### src/rtl/mem_arbiter.sv
// mem_arbiter
//   Shares one single-port RAM between the CPU data port and a DMA/loader
//   port. New accesses are issued only from IDLE, at most one per cycle.
//   Ties go to the requester that was not granted last. Reads hold the
//   FSM for one extra cycle while RAM data returns.
//
//   state  | meaning
//   -------+-----------------------------------------------------------
//   IDLE   | arbitrate and issue at most one access this cycle
//   CPU_RD | CPU read data on mem_rdata, routed combinationally
//   DMA_RD | DMA read data on mem_rdata, registered into dma_rdata
//
// Ports
//   clk, rst                    clock, synchronous active-high reset
//   cpu_rd/wr/addr/wdata/rw_type CPU request (held while stalled)
//   cpu_stall, cpu_rdata        CPU freeze and read data
//   dma_req/we/addr/wdata/rw_type DMA request (held until dma_gnt)
//   dma_gnt, dma_rvalid, dma_rdata DMA grant pulse and read return
//   mem_en/we/addr/wdata/rw_type RAM port, mem_rdata one cycle after read
module mem_arbiter #(
  parameter int DW = 32,
  parameter int AW = 32
) (
  input  logic          clk,
  input  logic          rst,
  input  logic          cpu_rd,
  input  logic          cpu_wr,
  input  logic [AW-1:0] cpu_addr,
  input  logic [DW-1:0] cpu_wdata,
  input  logic [2:0]    cpu_rw_type,
  output logic          cpu_stall,
  output logic [DW-1:0] cpu_rdata,
  input  logic          dma_req,
  input  logic          dma_we,
  input  logic [AW-1:0] dma_addr,
  input  logic [DW-1:0] dma_wdata,
  input  logic [2:0]    dma_rw_type,
  output logic          dma_gnt,
  output logic          dma_rvalid,
  output logic [DW-1:0] dma_rdata,
  output logic          mem_en,
  output logic          mem_we,
  output logic [AW-1:0] mem_addr,
  output logic [DW-1:0] mem_wdata,
  output logic [2:0]    mem_rw_type,
  input  logic [DW-1:0] mem_rdata
);

  typedef enum logic [1:0] {
    IDLE   = 2'd0,
    CPU_RD = 2'd1,
    DMA_RD = 2'd2
  } state_t;

  typedef enum logic {
    GNT_CPU = 1'b0,
    GNT_DMA = 1'b1
  } gnt_t;

  state_t        state_q, state_d;
  gnt_t          last_gnt_q, last_gnt_d;
  logic          dma_rvalid_q, dma_rvalid_d;
  logic [DW-1:0] dma_rdata_q, dma_rdata_d;

  logic cpu_req;
  logic gnt_cpu;
  logic gnt_dma;

  // A simultaneous rd+wr is treated as a write.
  assign cpu_req = cpu_rd | cpu_wr;

  always_ff @(posedge clk) begin
    if (rst) begin
      state_q      <= IDLE;
      last_gnt_q   <= GNT_DMA;
      dma_rvalid_q <= 1'b0;
      dma_rdata_q  <= '0;
    end else begin
      state_q      <= state_d;
      last_gnt_q   <= last_gnt_d;
      dma_rvalid_q <= dma_rvalid_d;
      dma_rdata_q  <= dma_rdata_d;
    end
  end

  always_comb begin
    state_d      = state_q;
    last_gnt_d   = last_gnt_q;
    dma_rvalid_d = 1'b0;
    dma_rdata_d  = dma_rdata_q;
    gnt_cpu      = 1'b0;
    gnt_dma      = 1'b0;
    cpu_stall    = 1'b0;
    cpu_rdata    = '0;

    // While rst is high nothing is granted and the CPU is not stalled;
    // the register file takes its reset values at the edge regardless.
    if (!rst) begin
      unique case (state_q)
        IDLE: begin
          if (cpu_req && (!dma_req || last_gnt_q == GNT_DMA)) begin
            gnt_cpu = 1'b1;
          end else if (dma_req) begin
            gnt_dma = 1'b1;
          end

          if (gnt_cpu) begin
            last_gnt_d = GNT_CPU;
            // Writes finish in the grant cycle; reads stall for the return.
            if (!cpu_wr) begin
              cpu_stall = 1'b1;
              state_d   = CPU_RD;
            end
          end else begin
            cpu_stall = cpu_req;
          end

          if (gnt_dma) begin
            last_gnt_d = GNT_DMA;
            if (!dma_we) begin
              state_d = DMA_RD;
            end
          end
        end
        CPU_RD: begin
          state_d = IDLE;
        end
        DMA_RD: begin
          cpu_stall    = cpu_req;
          dma_rvalid_d = 1'b1;
          dma_rdata_d  = mem_rdata;
          state_d      = IDLE;
        end
        default: begin
          state_d = IDLE;
        end
      endcase
    end

    // Read data is routed while in CPU_RD only.
    if (state_q == CPU_RD) begin
      cpu_rdata = mem_rdata;
    end
  end

  always_comb begin
    mem_en      = 1'b0;
    mem_we      = 1'b0;
    mem_addr    = '0;
    mem_wdata   = '0;
    mem_rw_type = '0;
    if (gnt_cpu) begin
      mem_en      = 1'b1;
      mem_we      = cpu_wr;
      mem_addr    = cpu_addr;
      mem_wdata   = cpu_wdata;
      mem_rw_type = cpu_rw_type;
    end else if (gnt_dma) begin
      mem_en      = 1'b1;
      mem_we      = dma_we;
      mem_addr    = dma_addr;
      mem_wdata   = dma_wdata;
      mem_rw_type = dma_rw_type;
    end
  end

  assign dma_gnt    = gnt_dma;
  assign dma_rvalid = dma_rvalid_q;
  assign dma_rdata  = dma_rdata_q;

endmodule

### config.mk
export PLATFORM = sky130hd
export DESIGN_NAME = mem_arbiter
export DESIGN_NICKNAME = d
export VERILOG_FILES = /design/src/rtl/mem_arbiter.sv
export SDC_FILE = /design/constraint.sdc
export NUM_CORES = 1
export LEC_CHECK = 0
export BUFFER_PORTS_ARGS = -buffer_cell sky130_fd_sc_hd__buf_2
export CORE_AREA = 2 2 118 120
export DETAILED_ROUTE_END_ITERATION = 6
export DIE_AREA = 0 0 120 122
export MAX_ROUTING_LAYER = met4
export PLACE_DENSITY = 0.63
export SYNTH_ARGS = -nofsm -noshare
export SYNTH_HDL_FRONTEND = slang
export SYNTH_SLANG_ARGS = --single-unit
### constraint.sdc
create_clock -name clk -period 1.7 [get_ports clk]
set_clock_uncertainty 0.05 [all_clocks]
set_input_delay 0 -clock clk [delete_from_list [all_inputs] [get_ports clk]]
set_output_delay 0 -clock clk [all_outputs]
set_load 0.01 [all_outputs]
# Word level (Yosys, flattened, before mapping)
# Index checks and enable logic that the tools add are counted.
# word_totals
reg_bits,36
word_cells,48
out_inout_bits,136
input_bits,172
# classes
n_mux,33
bitwise,2
eq_ne,2
reduce_logical,7
# ops
operator,count
32-bit 2-to-1 mux,5
1-bit 2-to-1 mux,21
2-bit 2-to-1 mux,4
3-bit 2-to-1 mux,2
2-bit by 1-bit == test with 1-bit output (second input constant),1
2-bit == test (second input constant),1
2-bit zero test,1
1-bit one-hot mux with 2 select lines,1
2-bit AND reduction,1
2-bit nonzero test,1
2-bit OR reduction,1
1-bit logical AND,1
1-bit zero test,1
1-bit logical OR,1
1-bit inverter,1
1-bit OR,1

# Longest topological paths before layout
# logic_depth
depth_word,10
ltp_mapped,6
mapped_depth_nobuf,3

# Worst setup path before layout
# No wires, ideal clock.
# synth_path
path_type,register to output
start,reg state_q[0]
end,out mem_addr[0]
arrival_ps,1209
required_ps,1650
setup_slack_ps,441
path_stages_with_launch,5
path_cell_list,dfxtp_1 -> or3_1 -> buf_4 -> buf_4 -> a21oi_1
# synth_between
elab_chain_cells,5
word_cells_on_any_way,7
cone_classes,mux (6); reduce/logical (1)
# synth_rtl
item,line,text
start: declaration,60,"state_t state_q, state_d;"
start signal: assignment,79,state_q <= state_d;
2-bit zero test (*),99,unique case (state_q)
1-bit 2-to-1 mux,99,
1-bit 2-to-1 mux,98,if (!rst) begin
32-bit 2-to-1 mux,158,end else if (gnt_dma) begin
32-bit 2-to-1 mux (*),152,if (gnt_cpu) begin
end: declaration,43,"output logic [AW-1:0] mem_addr,"
# Every way passes the cells marked *; elsewhere a longest branch is shown, timed or not.

# Worst setup path in the final report
# layout_path
start,reg state_q[0]
end,out mem_wdata[28]
# layout_between
elab_chain_cells,5
word_cells_on_any_way,7
cone_classes,mux (6); reduce/logical (1)
# layout_rtl
item,line,text
2-bit zero test (*),99,
1-bit 2-to-1 mux,99,
1-bit 2-to-1 mux,98,
32-bit 2-to-1 mux,158,
32-bit 2-to-1 mux (*),152,
end: declaration,44,"output logic [DW-1:0] mem_wdata,"
# Marked as above.

==> impl_results.md <==
- P_leak: 0.00261 uW
- Largest net degree at the start of global routing: 72
- DRT iter0 DRCs: 215
- WS Path Type: reg -> out
- Register share of total power: 29.7%
- CP peak stage delay: 0.45 ns
- First-pass GRT wire length: 21.1 mm
- Crit-path max FO: 53
- Top cell type by total area after synthesis: dfxtp_1
- Crit share post-route: 100%
- Worst-path cell chain: or3_4 > buf_12 > a21oi_2 > buf_2
- CP startpoint: state_q[0]
- Synthesis-to-finish area growth: 79.1%
- # IOs: 308
- Total clock sinks: 36
- Overflow left after global routing: 0
- Mapped Avg Cell Area: 6.52 um^2
- Fraction of layout cells with a size suffix above 1: 46.5%
- Syn_nets: 623
- Gr usage total: 18.6%
- Design Area, Final: 0.00527 mm^2
- Final Critical Period: 1.70 ns
- Fillers: 1444
- Setup crit end kind: output pin
- R2R Path Start: state_q[0]
- CTS tree: built
- Cell Pwr Density: 562 mW/mm^2
- R2R cell count: 3
- Number of antenna violations at the first check in global routing: 2
- Synth top area share: 24.5%
- Critical path arrival: 1.65 ns
- Slew Limit Fails: 0
- Residual DRC: 0
- PnR worst setup slack: -0.00118 ns
- Worst slew pin tran: 0.392 ns
- DR vias: 4558
- Yosys warns: 0
- CTS Buf Count: 5
- Async SR Flop Fraction: 0%
- Slew HR: 73.8%
- Synth unique cells: 23
- Core area: 0.0135 mm^2
- Final Routed Wirelength: 14.5 mm
- Worst r2r dst: state_q[1]
- CTS Root Buffer Type: clkbuf_16
- Die span in y: 122 um
- # setup viols final: 1
- Clock latency on the worst-skew pair: 0.27 ns
- Die width: 120 um
- Status: complete, but fails checks
- Initial Utilization: 21.8%
- Hold WS: 0.207 ns
- Post-Synthesis Cells: 451
- Switching share of power: 33.8%
- Register bit total from synthesis: 36
- Port Buffers: 307
- Setup TNS: -0.00118 ns
- Crit path buffers/inverters: 2
- Crit path to: mem_wdata[28]
- Switching power: 1000 uW
- Post-Route Utilization: 39.0%
- 1st-pass router iterations: 4
- Placed instance area: 0.00469 mm^2
- HPWL after detailed placement: 10.3 mm
- Number of global-route vias before repair: 4129
- CTS Buffer Depth: 2
- Routability cong.: 0.798
- Die area: 0.0146 mm^2
- H-tree depth: 2
- # nets final: 938
- Clock transition at path regs: 0.06 ns
- Antenna-violating nets left: 0
- Seq/Total Area, Yosys: 24.5%
- CP top delay family: simple AND/OR/NAND/NOR gates
- Hold Path Class: in -> reg
- Synth Flop Type: dfxtp_1
- Final Hold Fails: 0
- Rows: 43
- CP Launch Type: flop
- Post-synth EDFFs: 0
- Combinational group share of total power: 40.5%
- Reg2reg setup slack: 0.41 ns
- Critical Path RT: 1.65 ns
- Crit-path slowest cell: or3_4
- Area contributors post-synth: dfxtp_1 (25%), o211ai_1 (17%), a21oi_1 (17%)
- Max VDD drop: 310 uV
- Via/cell ratio: 4.80
- Unrepaired setup endpoints after global routing: yes
- CP Depth: 4
- Failing checks: setup timing
- Clock network power share: 29.7%
- Synth Cell Area: 0.00294 mm^2
- Per-cell routed wire length: 15.3 um
- # Max-Cap Violations: 0
- Fmax: 588 MHz
- P_int: 1960 uW
## worst register-to-register path: stages, from the launching register on
cell	delay [ns]
dfxtp_1	0.35
or3_4	0.45
buf_12	0.21
nor3_2	0.17
## cell families after synthesis
group,synth area share (%)
AO/OA/AOI/OAI,35.5
buffers and inverters,10.5
flip-flops,24.5
AND/OR/NAND/NOR,29.6
## cell usage in the layout (no fill, tap or decap)
cell type,instances
nand2_1,65
dlygate4sd3_1,34
or2_2,1
and2_1,32
inv_4,1
diode_2,2
bufbuf_16,1
nor2_4,1
nor2b_1,1
buf_6,1
or3_4,1
buf_12,7
buf_2,307
o211ai_1,68
nand2b_1,1
o21bai_1,1
nor2_1,4
a21oi_1,95
a21oi_2,5
dfxtp_2,1
nor3_2,1
clkinv_2,2
o21a_1,2
dfxtp_1,35
buf_4,19
and3_1,1
nor2b_2,1
o21ai_0,1
nor3_1,2
a21oi_4,1
clkbuf_16,5
nand3_1,68
nand2b_4,1
clkinv_4,1
## final cells by class
type | count | area [um^2] | share of cell area [%]
antenna | 2 | 5.00 | 0.0950
clock buffer | 5 | 125 | 2.37
clock inverter | 3 | 18.8 | 0.356
inverter | 1 | 6.26 | 0.119
multi-input combinational | 353 | 1960 | 37.3
sequential | 36 | 722 | 13.7
tap | 180 | 225 | 4.27
timing repair buffer | 369 | 2200 | 41.8
## power groups by stage
stage          clock, uW  combinational (uW)  sequential, uW
2_1_floorplan          0                 563             904
3_5_place_dp           0                1100             897
4_1_cts              918                1200             880
6_report             881                1200             881
3_3_place_gp           0                1100             896
5_1_grt              952                1310             883
## synth_stat cells (3+ instances only)
library cell,number
a21oi_1,101
nand3_1,68
o211ai_1,68
nand2_1,65
clkbuf_1,36
dfxtp_1,36
and2_1,32
buf_2,12
buf_4,10
nor2_1,4
buf_6,3
## registers in the layout, indices dropped and copies added, names as in the netlist
signal      flops
dma_rdata      32
state_q         2
dma_rvalid      1
last_gnt_q      1
## metal layers
| metal | vias to the layer above | part of all wire [%] | track usage [%] |
|---|---|---|---|
| met3 | 11 | 8.2 | 3.79 |
| met1 | 2082 | 41 | 21.5 |
| met2 | 215 | 50 | 32.5 |
| li1 | 2250 | - | - |
| met4 | 0 | 1.3 | 5.29 |
| met5 | - | 0 | - |
## what timing repair did
item                                   CTS  global route
endpoints found under the hold margin   34             0
hold buffers                            34             0
setup endpoints to repair               66            36
cloned                                   1             0
buffers inserted                         2             0
pin swaps                                0             0
gates resized for setup                  8             4
## per-stage QoR
stage	instances	total power [uW]	setup WS, ns
CTS	947	3000	-0.00539
floorplan	451	1470	0.441
global route	949	3150	-0.0314
global placement	902	1990	0.0191
detailed placement	902	2000	0.0201
finish	949	2960	-0.00118
## how the worst min path moves through the flow
stage / start / to / cells past startpoint
2_1_floorplan: dma_we / state_q[1] / 1
3_3_place_gp: dma_we / state_q[1] / 2
3_5_place_dp: dma_we / state_q[1] / 2
4_1_cts: rst / dma_rvalid / 3
5_1_grt: rst / dma_rvalid / 3
6_report: rst / dma_rvalid / 3
Note: power is estimated with default switching activity, not from simulation.
